<file path="src/rtl/period_meter_pkg.sv">
// Shared definitions for the period meter: FSM state encoding and the
// synchronizer depth used by edge_sync.
package period_meter_pkg;

  typedef enum logic [1:0] {
    IDLE  = 2'd0,
    ARM   = 2'd1,
    COUNT = 2'd2,
    DONE  = 2'd3
  } state_e;

  localparam int SYNC_DEPTH = 2;

endpackage

</file>
<file path="src/rtl/period_meter_if.sv">
// Request/result handshake between a consumer (master) and the period
// meter (slave). N is the width of the period result.
interface period_meter_if #(
  parameter int N = 16
) ();

  logic         start;
  logic         ack;
  logic         busy;
  logic         valid;
  logic [N-1:0] period;
  logic         ovf;

  modport master (
    output start, ack,
    input  busy, valid, period, ovf
  );

  modport slave (
    input  start, ack,
    output busy, valid, period, ovf
  );

endinterface

</file>
<file path="src/rtl/period_meter_edge_sync.sv">
// edge_sync: brings sig_in into the clk domain through a SYNC_DEPTH-flop
// synchronizer and emits a one-cycle pulse on each rising edge.
// With PERIOD_METER_GLITCH_FILTER_EN defined, the synchronized level must be
// stable for two consecutive samples before the filtered level follows it,
// so single-cycle pulses are rejected at the cost of two extra cycles of
// edge latency.
module edge_sync
  import period_meter_pkg::*;
(
  input  logic clk,
  input  logic rst_b,
  input  logic sig_in,
  output logic rise
);

  logic [SYNC_DEPTH-1:0] sync_q, sync_d;
  logic                  lvl;
  logic                  prev_q, prev_d;

  // Shift the raw input through the synchronizer chain.
  always_comb begin
    sync_d = {sync_q[SYNC_DEPTH-2:0], sig_in};
  end

  // Synchronizer flops.
  always_ff @(posedge clk or negedge rst_b) begin
    if (!rst_b) sync_q <= '0;
    else        sync_q <= sync_d;
  end

`ifdef PERIOD_METER_GLITCH_FILTER_EN
  logic hist_q, hist_d;
  logic filt_q, filt_d;

  // Follow the synchronized level only once two consecutive samples agree.
  always_comb begin
    hist_d = sync_q[SYNC_DEPTH-1];
    filt_d = filt_q;
    if (sync_q[SYNC_DEPTH-1] == hist_q) filt_d = hist_q;
  end

  // Filter history and output flops.
  always_ff @(posedge clk or negedge rst_b) begin
    if (!rst_b) begin
      hist_q <= 1'b0;
      filt_q <= 1'b0;
    end else begin
      hist_q <= hist_d;
      filt_q <= filt_d;
    end
  end

  assign lvl = filt_q;
`else
  assign lvl = sync_q[SYNC_DEPTH-1];
`endif

  // Remember the previous level for edge detection.
  always_comb begin
    prev_d = lvl;
    rise   = lvl & ~prev_q;
  end

  // Previous-level flop.
  always_ff @(posedge clk or negedge rst_b) begin
    if (!rst_b) prev_q <= 1'b0;
    else        prev_q <= prev_d;
  end

endmodule

</file>
<file path="src/rtl/period_meter.sv">
// period_meter: measures the period of sig_in in clk cycles between two
// consecutive rising edges after an armed start. The count saturates at
// 2^N-1 and flags ovf instead of wrapping. The result is held with valid
// until acknowledged. Optional input glitch filter: PERIOD_METER_GLITCH_FILTER_EN.
module period_meter
  import period_meter_pkg::*;
#(
  parameter int N = 16
) (
  input  logic                clk,
  input  logic                rst_b,
  input  logic                sig_in,
  period_meter_if.slave       bus
);

  localparam logic [N-1:0] CNT_ONE = {{(N-1){1'b0}}, 1'b1};
  localparam logic [N-1:0] CNT_MAX = {N{1'b1}};

  logic         rise;
  state_e       state_q, state_d;
  logic [N-1:0] count_q, count_d;
  logic [N-1:0] period_q, period_d;
  logic         ovf_q, ovf_d;

  edge_sync u_edge_sync (
    .clk    (clk),
    .rst_b  (rst_b),
    .sig_in (sig_in),
    .rise   (rise)
  );

  // Next-state, counter and result update.
  always_comb begin
    state_d  = state_q;
    count_d  = count_q;
    period_d = period_q;
    ovf_d    = ovf_q;
    unique case (state_q)
      IDLE: begin
        if (bus.start) state_d = ARM;
      end
      ARM: begin
        if (rise) begin
          count_d = CNT_ONE;
          state_d = COUNT;
        end
      end
      COUNT: begin
        if (rise) begin
          period_d = count_q;
          ovf_d    = 1'b0;
          state_d  = DONE;
        end else if (count_q == CNT_MAX) begin
          period_d = CNT_MAX;
          ovf_d    = 1'b1;
          state_d  = DONE;
        end else begin
          count_d = count_q + CNT_ONE;
        end
      end
      DONE: begin
        // ack wins over any start seen in the same cycle.
        if (bus.ack) state_d = IDLE;
      end
      default: state_d = IDLE;
    endcase
  end

  // State, counter and result registers.
  always_ff @(posedge clk or negedge rst_b) begin
    if (!rst_b) begin
      state_q  <= IDLE;
      count_q  <= '0;
      period_q <= '0;
      ovf_q    <= 1'b0;
    end else begin
      state_q  <= state_d;
      count_q  <= count_d;
      period_q <= period_d;
      ovf_q    <= ovf_d;
    end
  end

  assign bus.busy   = (state_q == ARM) || (state_q == COUNT);
  assign bus.valid  = (state_q == DONE);
  assign bus.period = period_q;
  assign bus.ovf    = ovf_q;

endmodule

</file>
<file path="src/flat_wrapper.sv">
// flat-port wrapper written by rule: the top's interface ports become plain ports
module period_meter_flat import period_meter_pkg::*;
#(
  parameter int N = 16
)
  (clk, rst_b, sig_in, bus_start, bus_ack, bus_busy, bus_valid, bus_period, bus_ovf);
  period_meter_if #(.N(N)) bus_i ();
  input  logic clk;
  input  logic rst_b;
  input  logic sig_in;
  input wire logic [$bits(bus_i.start)-1:0] bus_start;
  input wire logic [$bits(bus_i.ack)-1:0] bus_ack;
  output wire logic [$bits(bus_i.busy)-1:0] bus_busy;
  output wire logic [$bits(bus_i.valid)-1:0] bus_valid;
  output wire logic [$bits(bus_i.period)-1:0] bus_period;
  output wire logic [$bits(bus_i.ovf)-1:0] bus_ovf;
  assign bus_i.start = bus_start;
  assign bus_i.ack = bus_ack;
  assign bus_busy = bus_i.busy;
  assign bus_valid = bus_i.valid;
  assign bus_period = bus_i.period;
  assign bus_ovf = bus_i.ovf;
  period_meter #(.N(N)) u_core (.clk(clk), .rst_b(rst_b), .sig_in(sig_in), .bus(bus_i));
endmodule
</file>
<file path="config.mk">
export PLATFORM = sky130hd
export DESIGN_NAME = period_meter_flat
export DESIGN_NICKNAME = d
export VERILOG_FILES = /design/src/rtl/period_meter_pkg.sv /design/src/rtl/period_meter_if.sv /design/src/rtl/period_meter_edge_sync.sv /design/src/rtl/period_meter.sv /design/src/flat_wrapper.sv
export SDC_FILE = /design/constraint.sdc
export NUM_CORES = 1
export LEC_CHECK = 0
export CELL_PAD_IN_SITES_DETAIL_PLACEMENT = 1
export CELL_PAD_IN_SITES_GLOBAL_PLACEMENT = 1
export CORE_AREA = 2 2 82 68
export DETAILED_ROUTE_END_ITERATION = 10
export DIE_AREA = 0 0 84 70
export PLACE_DENSITY_LB_ADDON = 0.05
export SYNTH_ARGS = -nofsm -noshare
export SYNTH_HDL_FRONTEND = slang
export SYNTH_SLANG_ARGS = --single-unit
export TNS_END_PERCENT = 50
</file>
<file path="constraint.sdc">
create_clock -name clk -period 2 [get_ports clk]
set_clock_uncertainty 0.1 [all_clocks]
set_input_delay 0.4 -clock clk [delete_from_list [all_inputs] [get_ports clk]]
set_output_delay 0.4 -clock clk [all_outputs]
set_load 0.01 [all_outputs]
</file>
[After elaboration in Yosys (flattened, before gate mapping)]
Cells that the tools add are included.
Word-level totals
  bits in registers: 38
  bits in latches: 0
  RAM bits: 0
  bits in read-only memories: 0
  bits of input ports: 5
  output and inout bits: 19
  logic and storage cells: 40
  memories kept: 0
Operators by class
  add/sub/neg operators: 1
  $mul: 0
  divide/modulo/power cells: 0
  magnitude comparators: 0
  eq/ne operators: 10
  shift operators: 0
  multiplexer cells: 14
  bitwise gates (word level): 2
  reductions and logical operators: 7
Operators by type and width (count)
  $mux 16: 5
  $pmux 16 s2: 1
  $add 16x1->16 const B: 1
  $eq 16x16->1 const B: 1
  $mux 2: 5
  $ne 2x2->1 const B: 4
  $pmux 2 s4: 1
  $reduce_and 4->1: 2
  $eq 2x2->1 const B: 2
  $reduce_bool 2->1: 2
  $ne 3x1->1 const B: 1
  $eq 2x1->1 const B: 1
  $logic_not 2->1: 1
  $mux 1: 2
  $ne 2x1->1 const B: 1
  $reduce_and 2->1: 1
  $and 1x1->1: 1
  $logic_or 1x1->1: 1
  $not 1->1: 1

[Depth between registers and ports, before layout]
Gate-level depths: netlist of the first run.
  depth in word-level cells: 4
  depth in mapped cells: 7
  gate-level depth less buffers: 6

[Modules after synthesis]
Synthesis of the first run repeated with hierarchy kept, for this count alone.
Second synthesis, totals
  cell total of the unflattened synthesis: 171
  area, all modules: 1871.8 µm²
Modules (own cells, without submodules)
  period_meter: instances 1, cells an instance 167, area each 1783.0 µm²
  edge_sync: instances 1, cells an instance 4, area each 88.8 µm²

[Worst setup path after synthesis of the first run]
No wires, ideal clock.
  kind: flip-flop to flip-flop
  from: register u_core.count_q[0]
  to: register u_core.period_q[0] (netlist: u_core.bus.period[0])
  library setup time: 65 ps
  data arrival time: 1924 ps
  setup slack: -89 ps
  cell stages (with the launch flop): 8
  path buffers: 2
  clock period less this slack: 2089 ps
  cell sequence: dfrtp_1 > ha_1 > nand4_4 > or4_4 > buf_6 > a21oi_4 > buf_6 > o22a_1
On the way
  word-level cells in the longest chain between the ends: 3
  elaborated cells on any way between the ends: 4
  classes of those cells: eq/ne: 1; mux: 1; reduce/logical: 2
Ends and longest elaborated chain
  from (decl): RTL line period_meter.sv:21  | logic [N-1:0] count_q, count_d;
  from (signal assigned): RTL line period_meter.sv:78  | count_q <= count_d;
  $eq 16x16->1: RTL line period_meter.sv:53  | end else if (count_q == CNT_MAX) begin
  $reduce_bool 2->1 (no source line)
  $reduce_and 2->1 (no source line)
  to (signal assigned): RTL line period_meter.sv:79  | period_q <= period_d;
  to (decl): RTL line period_meter.sv:22  | logic [N-1:0] period_q, period_d;
Parallel ways exist; a longest one is shown, timed or not.
A chain may end at the register's enable or synchronous reset.

[Worst setup path after layout of the first run]
  from: register u_core.count_q[0]
  to: register u_core.period_q[15] (netlist: u_core.bus.period[15])
On the way
  word-level cells in the longest chain between the ends: 3
Ends and longest elaborated chain (RTL line)
  $eq 16x16->1: period_meter.sv:53
  $reduce_bool 2->1 (no source line)
  $reduce_and 2->1 (no source line)
Every way passes these cells.

==> results of run 1 <==
## sequential cells by signal, indices dropped and copies added, names as in the netlist
signal	cells
u_core.bus.ovf	1
u_core.bus.period	16
u_core.count_q	16
u_core.state_q	2
u_core.u_edge_sync.prev_q	1
u_core.u_edge_sync.sync_q	2
## power breakdown
group | internal [uW] | switching [uW] | leakage [uW]
registers | 995 | 145 | 0.000480
logic | 838 | 769 | 0.000593
clock network | 277 | 277 | 0.0000472
## cells in the mapped netlist, types with 3 or more instances
library cell,n
dfrtp_1,38
o22a_1,16
nand2_1,14
nand3_1,12
inv_1,10
a31oi_1,7
nand4_1,7
o21ai_0,6
ha_1,5
and4_1,4
mux2i_1,4
nor2_1,4
nor3_1,4
o211ai_1,4
a21oi_1,3
clkbuf_1,3
nor2b_1,3
o2111ai_1,3
or4_1,3
## routing by layer
layer | up-vias | wire [um] | track usage (%)
met1 | 888 | 2660 | 28.7
met3 | 7 | 227 | 4.02
met4 | 0 | 65 | 5.38
met5 | - | 0 | 0
li1 | 824 | - | -
met2 | 32 | 2700 | 32.7
## final cells by class
class / instances / area [um2] / area share, %
Clock buffer: 6 / 82.6 / 3.10
Timing Repair Buffer: 68 / 579 / 21.8
Tap cell: 65 / 81.3 / 3.06
Multi-Input combinational cell: 123 / 916 / 34.4
Sequential cell: 38 / 951 / 35.7
Inverter: 10 / 37.5 / 1.41
Clock inverter: 2 / 12.5 / 0.470
## stage by stage
step	instances	util (%)	total power, uW	worst slack (ns)	hold WS (ns)
5_1_grt	312	51.2	3530	0.0000733	0.264
4_1_cts	308	50.2	3330	0.00575	0.253
3_5_place_dp	298	48.0	2760	0.0568	0.236
3_3_place_gp	298	48.0	2680	0.0798	0.233
6_report	312	51.2	3300	0.0774	0.252
2_1_floorplan	179	-	1890	0.00794	0.00441
## logic make-up (layout without fill, tap and decap cells)
| kind of cell | after synthesis | in the layout | synth area share [%] |
|---|---|---|---|
| simple gates | 63 | 63 | 19.5 |
| compound gates | 49 | 49 | 20.0 |
| flops | 38 | 38 | 49.6 |
| buf+inv | 18 | 86 | 4.50 |
| fa+ha+maj | 5 | 5 | 3.26 |
| mux | 5 | 5 | 2.68 |
| xor+xnor | 1 | 1 | 0.457 |
## path summary, 6_finish.rpt
kind / end / slack, ns / depth (start not counted)
min in group asynchronous: u_core.state_q[0] / 0.49 / 2
worst max register to register: u_core.bus.period[15] / 0.08 / 6
worst max-delay path: u_core.bus.period[15] / 0.08 / 6
worst min-delay path: u_core.u_edge_sync.sync_q[1] / 0.25 / 0
max in group asynchronous: u_core.count_q[5] / 0.84 / 3
worst min register to register: u_core.u_edge_sync.sync_q[1] / 0.25 / 0
## repair_timing
action	4_1_cts	5_1_grt
endpoints found under the hold margin	18	0
resized for setup	3	6
pin swaps	0	3
hold buffers	1	0
setup endpoints to repair	1	18
setup buffers	1	4
==> run metrics, run 1 <==
Die Y-Extent 70 um; sequential share of the synthesized area 49.6%; fin crit share 96.1%; Post-Synthesis Cells 179; CP max FO 8; Initial Utilization 36.9%; status completed; Final min period 1.92 ns; CP max stage delay 0.59 ns; total gr overflow 0; initial antenna violation count 0; Power Density 1240 mW/mm2; synth top area cells dfrtp_1 50%, o22a_1 7.3%, ha_1 3.3%, nand3_1 3.1%, nand2_1 2.7%; Hold Crit Start u_core.u_edge_sync.sync_q[0]; setup_tns 0 ns; post-synth top area share 49.6%; VDD IR max 0.573 mV; Port Buffer Count 23; most frequent cells in the layout 42 x buf_4, 38 x dfrtp_1, 20 x clkdlybuf4s50_1; # fillers 608; asr flop ratio synth 100%; WP buf/inv 1; via/cell ratio 5.61; Die Area 0.00588 mm2; ANT nets after route 0; Slew Viols, Final 0; endpoints failing setup 0; CTS tree done; die width 84 um; Critical R2R Launch u_core.count_q[0]; Placer Congestion 0.891; Num CTS Buffers 5; CP Data Required Time 2.13 ns; Post-synth top flop dfrtp_1; first-pass GRT wire length 9.47 mm; DRT iter0 DRCs 57; Crit path max-delay family simple AND/OR/NAND/NOR gates; number of flops mapped to enable cells by yosys 0; class of the worst hold path reg2reg; H-Tree Depth 2; Final Hold Vio Count 0; WS Path Type reg2reg; Yosys reg bits 38; Area after DPL 0.00249 mm2; share of layout cells above drive strength 1 26.3%; syn nets 189; fin area 0.00266 mm2; CTS sink count 38; commonest non-fill, non-tap cell in the layout buf_4; Synth Area per Inst 10.7 um2; Max-slew headroom 68.2%; final net count 256; pin count of the biggest net entering global routing 21; Top-Level Pins 24; biggest area consumer among synthesized cells dfrtp_1; HPWL Detailed 4.26 mm; max_cap viols 0; Lkg Pwr 0.00112 uW; cell row count 24; DR vias 1,751; clock root buffer clkbuf_8; Yosys cell types 41; RSZ-0062 raised after global routing false; slowest CP cell or4_4; Longest Clk Path Bufs 2; worst-path cell chain ha_4 -> nand4_4 -> or4_4 -> a21oi_4 -> buf_4 -> o22a_1; Max Fclk 520 MHz; CP startpoint u_core.count_q[0]; Clk Latency, worst-skew pair 0.29 ns; antenna cells 0; gr usage total 20.5%; Worst-Margin Slew 0.477 ns; area grow syn2layout 38.8%; Mapped Area 0.00192 mm2; CP startpoint kind register; clock slew at reported path FFs 0.07 ns; total wire length 5.65 mm; Core ar. 0.00519 mm2; Pre-antenna DRT Iters 4; synthesis warning total 0; DRC 0; drt wl/cell 18.1 um; Worst Setup End Kind register; CP arrival 2.05 ns; vias in the first global route 1,803
(Power assumes the default switching activity.)
==> inputs of run 2 (changes only) <==
--- a/config.mk
+++ b/config.mk
@@ -11,6 +11,7 @@
 export DETAILED_ROUTE_END_ITERATION = 10
 export DIE_AREA = 0 0 84 70
 export PLACE_DENSITY_LB_ADDON = 0.05
+export SETUP_SLACK_MARGIN = 0.15
 export SYNTH_ARGS = -nofsm -noshare
 export SYNTH_HDL_FRONTEND = slang
 export SYNTH_SLANG_ARGS = --single-unit
==> run metrics, run 2 (synthesized netlist as in run 1, its figures left out) <==
CP arrival 1.96 ns; H-Tree Depth 2; final net count 269; WS Path Type reg2reg; Num CTS Buffers 5; area grow syn2layout 52.1%; class of the worst hold path reg2reg; setup_tns 0 ns; Port Buffer Count 23; fin crit share 92.0%; # fillers 552; first-pass GRT wire length 10.5 mm; commonest non-fill, non-tap cell in the layout buf_4; RSZ-0062 raised after global routing true; Core ar. 0.00519 mm2; internal power 2250 uW; Register Area 952 um2; met2 GRT Util 38.7%; Seq pwr share 32.1%; Logic pwr share 51.8%; HPWL Detailed 4.36 mm; Initial Utilization 36.9%; Longest Clk Path Bufs 2; CTS sink count 38; share of layout cells above drive strength 1 37.3%; Lkg Pwr 0.00122 uW; cell row count 24; endpoints failing setup 0; max_cap viols 0; via/cell ratio 5.62; Die Area 0.00588 mm2; Worst Setup End Kind register; Clk Latency, worst-skew pair 0.30 ns; clock root buffer clkbuf_8; status completed; Top-Level Pins 24; DR vias 1,827; Final Hold Vio Count 0; clock share of power 16.1%; CP Data Required Time 2.12 ns; Switching Share 37.1%; Max-slew headroom 66.4%; vias in the first global route 2,025; Pre-antenna DRT Iters 4; clock slew at reported path FFs 0.08 ns; ANT nets after route 0; CP max FO 5; most frequent cells in the layout 47 x buf_4, 37 x dfrtp_1, 20 x clkdlybuf4s50_1; die width 84 um; P_sw 1330 uW; Max Fclk 543 MHz; GRT busiest layer met2; CTS tree done; M3 GR Usage 4.61%; drt wl/cell 19.4 um; total gr overflow 0; Die Y-Extent 70 um; Power Density 1230 mW/mm2; VDD IR max 0.613 mV; antenna cells 0; total wire length 6.29 mm; Worst-Margin Slew 0.504 ns; pin count of the biggest net entering global routing 21; multi-input logic area 0.00105 mm2; Final Total Pwr 3580 uW; Slew Viols, Final 0; Final min period 1.84 ns; met1 GRT Util 29.9%; Placer Congestion 0.775; CP startpoint kind register; DRC 0; initial antenna violation count 0; DRT iter0 DRCs 74; gr usage total 22.7%
-- run 2: cell count changes in the layout (fill, tap and decap cells not counted), sizes merged --
cell,change
buf,+13
clkbuf,+1
dlygate4sd2,-1
-- run 2: power by group through the flow --
| stage | Clock (uW) | Combinational (uW) | Sequential, uW |
|---|---|---|---|
| floorplan | 0 | 649 | 1240 |
| global placement | 0 | 1500 | 1160 |
| detailed placement | 0 | 1550 | 1170 |
| CTS | 589 | 1660 | 1150 |
| global route | 628 | 1990 | 1180 |
| finish | 577 | 1850 | 1150 |
-- run 2: path summary, 6_finish.rpt --
path	from	to	slack, ns	cells past startpoint
setup / recovery	u_core.count_q[0]	u_core.count_q[13]	0.16	7
hold / removal	u_core.u_edge_sync.sync_q[0]	u_core.u_edge_sync.sync_q[1]	0.26	0
setup reg to reg	u_core.count_q[0]	u_core.count_q[13]	0.16	7
hold reg to reg	u_core.u_edge_sync.sync_q[0]	u_core.u_edge_sync.sync_q[1]	0.26	0
max in group asynchronous	rst_b	u_core.count_q[0]	0.83	3
min in group asynchronous	rst_b	u_core.state_q[0]	0.49	2
-- run 2: final cells by class --
type,count,area share (%)
Timing Repair Buffer,81,24.1
Clock inverter,2,0.429
Sequential cell,38,32.7
Tap cell,65,2.79
Multi-Input combinational cell,123,35.9
Clock buffer,6,2.83
Inverter,10,1.29
-- run 2: critical path, cell delays in order, from the launching register on --
cell      delay (ns)
dfrtp_1         0.40
buf_4           0.12
buf_4           0.09
buf_4           0.13
and4_4          0.26
nand4_1         0.13
or4_1           0.42
o211ai_1        0.11
-- run 2: stage by stage --
| stage | cells | hold slack (ns) | worst slack [ns] | cell area [um2] | util [%] |
|---|---|---|---|---|---|
| global placement | 296 | 0.233 | 0.0971 | 2490 | 47.9 |
| floorplan | 179 | 0.00441 | 0.0795 | 1940 | - |
| global route | 325 | 0.285 | 0.0888 | 2920 | 56.1 |
| CTS | 316 | 0.265 | 0.0753 | 2730 | 52.5 |
| detailed placement | 296 | 0.246 | 0.0384 | 2490 | 47.9 |
| finish | 325 | 0.262 | 0.159 | 2920 | 56.1 |
-- run 2: timing repair --
action                     4_1_cts  5_1_grt
pin swaps                       12       12
hold buffers                     1        0
buffers inserted                10        9
resized for setup               20       29
cloned                           1        0
setup endpoints to repair       34       34
hold endpoints to repair        18        0
-- run 2: layer usage --
metal	vias to the layer above	share of wire [%]
met5	-	0
met4	0	0.92
met3	7	3.3
met2	29	49
met1	936	46
li1	855	-
